===== config.mk =====
export PLATFORM = sky130hd
export DESIGN_NAME = sram_mem_controller_flat
export DESIGN_NICKNAME = d
export VERILOG_FILES = /design/src/rtl/sram_mem_controller_if.sv /design/src/rtl/sram_mem_controller.sv /design/src/flat_wrapper.sv
export SDC_FILE = /design/constraint.sdc
export NUM_CORES = 1
export LEC_CHECK = 0
export ABC_CLOCK_PERIOD_IN_PS = 3200
export BUFFER_PORTS_ARGS = -buffer_cell sky130_fd_sc_hd__clkbuf_2
export CAP_MARGIN = 40
export CORE_MARGIN = 4
export CORE_UTILIZATION = 47
export CTS_CLUSTER_DIAMETER = 80
export DETAILED_ROUTE_END_ITERATION = 7
export PLACE_DENSITY = 0.77
export SLEW_MARGIN = 20
export SYNTH_ARGS = -nofsm -noshare
export SYNTH_HDL_FRONTEND = slang
export SYNTH_SLANG_ARGS = --single-unit

===== constraint.sdc =====
create_clock -name clk -period 3.2 [get_ports clk]
set_input_delay 0.16 -clock clk [delete_from_list [all_inputs] [get_ports clk]]
set_output_delay 0.16 -clock clk [all_outputs]
set_load 0.01 [all_outputs]

===== src/rtl/sram_mem_controller_if.sv =====
// MEM-stage request bus and external 16-bit SRAM pins seen by the SRAM memory controller.
interface sram_mem_controller_if #(
  parameter int unsigned SRAM_AW = 18
);
  logic               rd_en;
  logic               wr_en;
  logic [31:0]        address;
  logic [31:0]        write_data;
  logic [31:0]        read_data;
  logic               ready;
  logic [SRAM_AW-1:0] sram_addr;
  logic [15:0]        sram_dq_out;
  logic               sram_dq_oe;
  logic [15:0]        sram_dq_in;
  logic               sram_we_n;

  // Pipeline side plus the SRAM device model
  modport master (
    output rd_en, wr_en, address, write_data, sram_dq_in,
    input  read_data, ready, sram_addr, sram_dq_out, sram_dq_oe, sram_we_n
  );

  // Controller side
  modport slave (
    input  rd_en, wr_en, address, write_data, sram_dq_in,
    output read_data, ready, sram_addr, sram_dq_out, sram_dq_oe, sram_we_n
  );
endinterface


===== src/rtl/sram_mem_controller.sv =====
// Splits each 32-bit MEM-stage load/store into two timed half-word accesses on a 16-bit
// asynchronous SRAM; ready is low while an access is in flight so the core freezes.
module sram_mem_controller #(
  parameter int unsigned WAIT_CYCLES = 2,
  parameter int unsigned ADDR_BASE   = 1024,
  parameter int unsigned SRAM_AW     = 18
) (
  input logic                  clk,
  input logic                  rst,
  sram_mem_controller_if.slave bus
);

  localparam int unsigned   CNT_W    = (WAIT_CYCLES > 0) ? $clog2(WAIT_CYCLES + 1) : 1;
  localparam logic [CNT_W-1:0] CNT_LAST = CNT_W'(WAIT_CYCLES);
  localparam logic [31:0]   BASE     = 32'(ADDR_BASE);

  typedef enum logic [1:0] {IDLE = 2'd0, LOW = 2'd1, HIGH = 2'd2, DONE = 2'd3} state_t;

  state_t             state, next_state;
  logic [CNT_W-1:0]   cnt, cnt_nxt;
  logic               op_wr, op_wr_nxt;
  logic [31:0]        op_addr, op_addr_nxt;
  logic [31:0]        op_data, op_data_nxt;
  logic [31:0]        rd_q, rd_nxt;
  logic [SRAM_AW-1:0] addr_q, addr_nxt;
  logic [15:0]        dq_q, dq_nxt;
  logic               oe_q, oe_nxt;
  logic               we_n_q, we_n_nxt;
  logic               req;
  logic               last;

  assign req  = bus.rd_en | bus.wr_en;
  assign last = (cnt == CNT_LAST);

  // Half-word SRAM address; addresses below the base wrap silently
  function automatic logic [SRAM_AW-1:0] half_addr(input logic [31:0] a, input logic hi);
    return SRAM_AW'({(a - BASE) >> 2, hi});
  endfunction

  always_ff @(posedge clk or negedge rst) begin
    if (!rst) state <= IDLE;
    else      state <= next_state;
  end

  always_comb begin
    next_state = state;
    case (state)
      IDLE:    if (req)  next_state = LOW;
      LOW:     if (last) next_state = HIGH;
      HIGH:    if (last) next_state = DONE;
      DONE:    next_state = IDLE;
      default: next_state = IDLE;
    endcase
  end

  // Output registers are loaded with the values of the phase being entered
  always_comb begin
    cnt_nxt     = cnt;
    op_wr_nxt   = op_wr;
    op_addr_nxt = op_addr;
    op_data_nxt = op_data;
    rd_nxt      = rd_q;
    addr_nxt    = addr_q;
    dq_nxt      = dq_q;
    oe_nxt      = 1'b0;
    we_n_nxt    = 1'b1;
    case (state)
      IDLE: begin
        if (req) begin
          cnt_nxt     = '0;
          op_wr_nxt   = bus.wr_en;
          op_addr_nxt = bus.address;
          op_data_nxt = bus.write_data;
        end
      end
      LOW, HIGH: begin
        cnt_nxt = last ? '0 : cnt + CNT_W'(1);
        if (last && !op_wr) begin
          if (state == LOW) rd_nxt[15:0]  = bus.sram_dq_in;
          else              rd_nxt[31:16] = bus.sram_dq_in;
        end
      end
      default: ;
    endcase
    if (next_state == LOW || next_state == HIGH) begin
      addr_nxt = half_addr(op_addr_nxt, next_state == HIGH);
      if (op_wr_nxt) begin
        dq_nxt   = (next_state == HIGH) ? op_data_nxt[31:16] : op_data_nxt[15:0];
        oe_nxt   = 1'b1;
        we_n_nxt = 1'b0;
      end
    end
  end

  always_ff @(posedge clk or negedge rst) begin
    if (!rst) begin
      cnt     <= '0;
      op_wr   <= 1'b0;
      op_addr <= '0;
      op_data <= '0;
      rd_q    <= '0;
      addr_q  <= '0;
      dq_q    <= '0;
      oe_q    <= 1'b0;
      we_n_q  <= 1'b1;
    end else begin
      cnt     <= cnt_nxt;
      op_wr   <= op_wr_nxt;
      op_addr <= op_addr_nxt;
      op_data <= op_data_nxt;
      rd_q    <= rd_nxt;
      addr_q  <= addr_nxt;
      dq_q    <= dq_nxt;
      oe_q    <= oe_nxt;
      we_n_q  <= we_n_nxt;
    end
  end

  assign bus.ready       = ((state == IDLE) && !req) || (state == DONE);
  assign bus.read_data   = rd_q;
  assign bus.sram_addr   = addr_q;
  assign bus.sram_dq_out = dq_q;
  assign bus.sram_dq_oe  = oe_q;
  assign bus.sram_we_n   = we_n_q;

endmodule


===== src/flat_wrapper.sv =====
// flat-port wrapper written by rule: the top's interface ports become plain ports
module sram_mem_controller_flat 
#(
  parameter int unsigned WAIT_CYCLES = 2,
  parameter int unsigned ADDR_BASE   = 1024,
  parameter int unsigned SRAM_AW     = 18
)
  (clk, rst, bus_rd_en, bus_wr_en, bus_address, bus_write_data, bus_sram_dq_in, bus_read_data, bus_ready, bus_sram_addr, bus_sram_dq_out, bus_sram_dq_oe, bus_sram_we_n);
  sram_mem_controller_if #(.SRAM_AW(SRAM_AW)) bus_i ();
  input logic clk;
  input logic rst;
  input wire logic [$bits(bus_i.rd_en)-1:0] bus_rd_en;
  input wire logic [$bits(bus_i.wr_en)-1:0] bus_wr_en;
  input wire logic [$bits(bus_i.address)-1:0] bus_address;
  input wire logic [$bits(bus_i.write_data)-1:0] bus_write_data;
  input wire logic [$bits(bus_i.sram_dq_in)-1:0] bus_sram_dq_in;
  output wire logic [$bits(bus_i.read_data)-1:0] bus_read_data;
  output wire logic [$bits(bus_i.ready)-1:0] bus_ready;
  output wire logic [$bits(bus_i.sram_addr)-1:0] bus_sram_addr;
  output wire logic [$bits(bus_i.sram_dq_out)-1:0] bus_sram_dq_out;
  output wire logic [$bits(bus_i.sram_dq_oe)-1:0] bus_sram_dq_oe;
  output wire logic [$bits(bus_i.sram_we_n)-1:0] bus_sram_we_n;
  assign bus_i.rd_en = bus_rd_en;
  assign bus_i.wr_en = bus_wr_en;
  assign bus_i.address = bus_address;
  assign bus_i.write_data = bus_write_data;
  assign bus_i.sram_dq_in = bus_sram_dq_in;
  assign bus_read_data = bus_i.read_data;
  assign bus_ready = bus_i.ready;
  assign bus_sram_addr = bus_i.sram_addr;
  assign bus_sram_dq_out = bus_i.sram_dq_out;
  assign bus_sram_dq_oe = bus_i.sram_dq_oe;
  assign bus_sram_we_n = bus_i.sram_we_n;
  sram_mem_controller #(.WAIT_CYCLES(WAIT_CYCLES), .ADDR_BASE(ADDR_BASE), .SRAM_AW(SRAM_AW)) u_core (.clk(clk), .rst(rst), .bus(bus_i));
endmodule

==> run_results.csv <==
group,metric,value,unit
final_layout,fin_area,7315,sq um
hold_path,min-delay-path-class,"input port to register",
floorplan,core_area,10840,sq um
floorplan,die-area,12800,sq um
place,dp_cells,647,
final_layout,layout-drive-gt1-share,49.17,%
routing,wire_per_inst,15.94,um
setup_path,r2r_setup_slack,0.45,ns
grt,grt_overflow,0,
place,post_dp_cell_area,6032,sq um
yosys,syn_area,5195,sq um
floorplan,dieHeight,113.1,um
yosys,postSynthAreaPerCell,13.78,sq um
setup_path,end_kind,"register",
grt,grt_pass1_vias,4143,
floorplan,rows,38,
setup_path,critPathKind,"register to register",
hold_path,hold_depth,3,
timing,skew,0.005602,ns
yosys,synth_warnings,0,
yosys,synthAdderAreaFrac,2.168,%
timing,fin_crit,2.754,ns
setup_path,cp.arrival,3.20,ns
floorplan,initial_core_util,47.92,%
routing,vias,3785,
setup_path,r2r_cells,9,
grt,grt_usage,19.46,%
timing,rsz0062_at_grt,"no",
setup_path,reg2reg_from,"u_core.state[0]",
yosys,muxShareOfSynthArea,25.43,%
final_layout,instances_no_fill,746,
timing,tns,0,ns
final_layout,fill_cells,759,
grt,antenna_found_initial,0,
timing,fmax,363.1,MHz
yosys,synth_edf_count,0,
yosys,synth_xor_area_share,0.5058,%
floorplan,io_pins,153,
clocking,clockBufferDepth,2,
setup_path,critical_path_peak_fanout,9,
floorplan,die_w,113.1,um
yosys,ys_ff_latch,122,
setup_path,startpoint,"u_core.state[0]",
power_and_ir_drop,p_leak,0.003511,uW
yosys,syn-num-nets,470,
place,gp_congestion,0.7902,
hold_path,min_to,"u_core.op_wr",
timing,worst_pin_slew,0.7203,ns
place,port_buffers,137,
final_layout,antenna-diode-count,0,
status,status,"complete, no violations",
routing,ant_nets,0,
routing,wl,11.89,mm
final_layout,area_growth,40.80,%
clocking,cts_buffers,17,
hold_path,hp-start,"bus_rd_en",
grt,grt_max_degree,58,
timing,finalCritPeriodShare,86.08,%
clocking,cts_max_level,4,
timing,max-slew-margin-rel,51.98,%
yosys,synth_top_family_by_area,"multiplexers",
clocking,cts_tree,"built",
setup_path,reg2reg_to,"u_core.bus.sram_addr[17]",
yosys,syn_inst,377,
yosys,ys_seq_area_share,58.79,%
routing,drc,0,
timing,final_hold_viol_count,0,
yosys,synth_flop_cell,"dfrtp_1",
power_and_ir_drop,powerDensity,1087,nW/um^2
setup_path,required,3.64,ns
final_layout,nNetsFinal,686,
yosys,synth-simple-area-share,7.370,%
clocking,clk_pin_slew_worst_paths,0.06,ns
yosys,ys_types,43,
power_and_ir_drop,peakVddDrop,0.0006185,V
grt,grt_pass1_wl,19.71,mm
yosys,synthArstFlopShare,100.0,%
routing,viasPerCell,5.074,
routing,drt_iter0_markers,172,
timing,setup_viol,0,
routing,firstDrtPassIters,4,
setup_path,startpoint_type,"register",
yosys,synth_compound_area_share,3.276,%
clocking,clockRootBuffer,"clkbuf_8",
timing,fin_hold_ws,0.04623,ns
timing,slew_violations,0,
run,drv_cap,0,
clocking,clkSinkCount,122,
place,dp_hpwl,7.547,mm
clocking,clock_latency,0.51,ns
-- state kept, by name, summed over array words and instances, names as in the netlist, 2 cells and up --
signal / count
u_core.state: 2
u_core.bus.sram_addr: 18
u_core.op_addr: 17
u_core.cnt: 2
u_core.bus.sram_dq_out: 16
u_core.op_data: 32
u_core.bus.read_data: 32
-- power by group --
| part | internal, uW | switching (uW) |
|---|---|---|
| clock network | 1260 | 661 |
| logic | 1690 | 1600 |
| registers | 2350 | 381 |
| total | 5310 | 2640 |
-- Yosys cell counts, types with 2 or more instances --
library cell | instances | area (sq um)
a31oi_1 | 2 | 12.51
nand3_1 | 4 | 20.02
dfrtp_1 | 121 | 3028
o21a_1 | 2 | 15.01
buf_6 | 3 | 33.78
a21oi_1 | 2 | 10.01
nor2_1 | 9 | 33.78
mux2i_1 | 6 | 60.06
inv_1 | 8 | 30.03
a211o_1 | 2 | 17.52
and2_1 | 2 | 12.51
nand2b_1 | 2 | 12.51
nor3_1 | 4 | 20.02
nor3b_2 | 2 | 25.02
nor4_1 | 4 | 25.02
xnor2_1 | 2 | 17.52
ha_1 | 9 | 112.6
nand4_1 | 5 | 31.28
mux2_2 | 112 | 1261
nand2_1 | 38 | 142.6
buf_2 | 6 | 30.03
clkbuf_1 | 5 | 18.77
a211oi_1 | 2 | 15.01
o21ai_0 | 6 | 30.03
-- metal layers --
metal  share of wire [%]  vias up  global-route usage (%)
met5                   0        -                       0
met4                 3.0        0                   9.455
met3                 5.8       32                   5.561
met2                  52      125                   33.69
met1                  40     1861                   22.06
li1                    -     1767                       -
-- worst max-delay path, stage by stage (launching register included) --
cell and delay (ns):
dfrtp_1 0.43, inv_1 0.16, ha_1 0.38, o21ai_4 0.12
mux2i_1 0.22, ha_1 0.38, nand2b_1 0.13, or4b_4 0.50
a211o_1 0.31, nand3_1 0.06
-- through the flow --
step           util [%]  setup slack, ns  total power [uW]
2_1_floorplan         -           0.1850              4985
3_3_place_gp      55.64           0.4772              5826
3_5_place_dp      55.64           0.4524              5992
4_1_cts           67.47           0.4153              8020
5_1_grt           67.47           0.1233              8478
6_report          67.47           0.4456              7950
-- how the worst max path moves through the flow --
stage	slack, ns	depth (start not counted)	end
after floorplan	0.19	13	u_core.bus.sram_addr[17]
after global placement	0.48	11	u_core.bus.sram_dq_out[12]
after detailed placement	0.45	8	u_core.bus.sram_dq_out[15]
after CTS	0.42	11	u_core.bus.sram_dq_out[10]
after global routing	0.12	11	u_core.bus.sram_dq_out[9]
final	0.45	9	u_core.bus.sram_addr[17]
-- layout make-up --
cell class,instances,area [sq um],area share [%]
Inverter,9,33.78,0.4619
Sequential cell,122,3054,41.76
Clock buffer,21,469.2,6.415
Timing Repair Buffer,213,1426,19.50
Clock inverter,11,142.6,1.950
Tap cell,140,175.2,2.395
Multi-Input combinational cell,230,2013,27.52
-- cells in the final DEF, fill, tap and decap left out, types with 2 or more instances in the layout --
master / synthesis / layout
clkbuf_8: 0 / 5
clkbuf_2: 0 / 136
nand2b_1: 2 / 2
a31oi_1: 2 / 2
mux2_2: 112 / 112
clkinv_2: 0 / 3
bufinv_16: 0 / 3
mux2i_1: 6 / 6
nand4_1: 5 / 5
a211oi_1: 2 / 2
a211o_1: 2 / 2
nor2_1: 9 / 9
clkbuf_16: 0 / 16
dlygate4sd3_1: 0 / 67
nor4_1: 4 / 4
xnor2_1: 2 / 2
a21oi_1: 2 / 2
nor3_1: 4 / 4
dfrtp_1: 121 / 121
inv_1: 8 / 8
nand3_1: 4 / 4
nor3b_2: 2 / 2
and2_1: 2 / 2
clkinvlp_4: 0 / 5
ha_1: 9 / 9
buf_4: 1 / 10
nand2_1: 38 / 38
o21ai_0: 6 / 6
o21a_1: 2 / 2
-- repair_timing --
action | CTS | global route
endpoints found under the hold margin | 145 | 0
hold buffers | 67 | 0
gates resized for setup | 0 | 0
setup buffers | 0 | 0
-- cells by family after synthesis --
group | Yosys count
simple gates | 77
compound gates | 23
buf+inv | 25
flops | 122
mux | 118
fa+ha+maj | 9
xor+xnor | 3
Note: power is estimated with default switching activity, not from simulation.
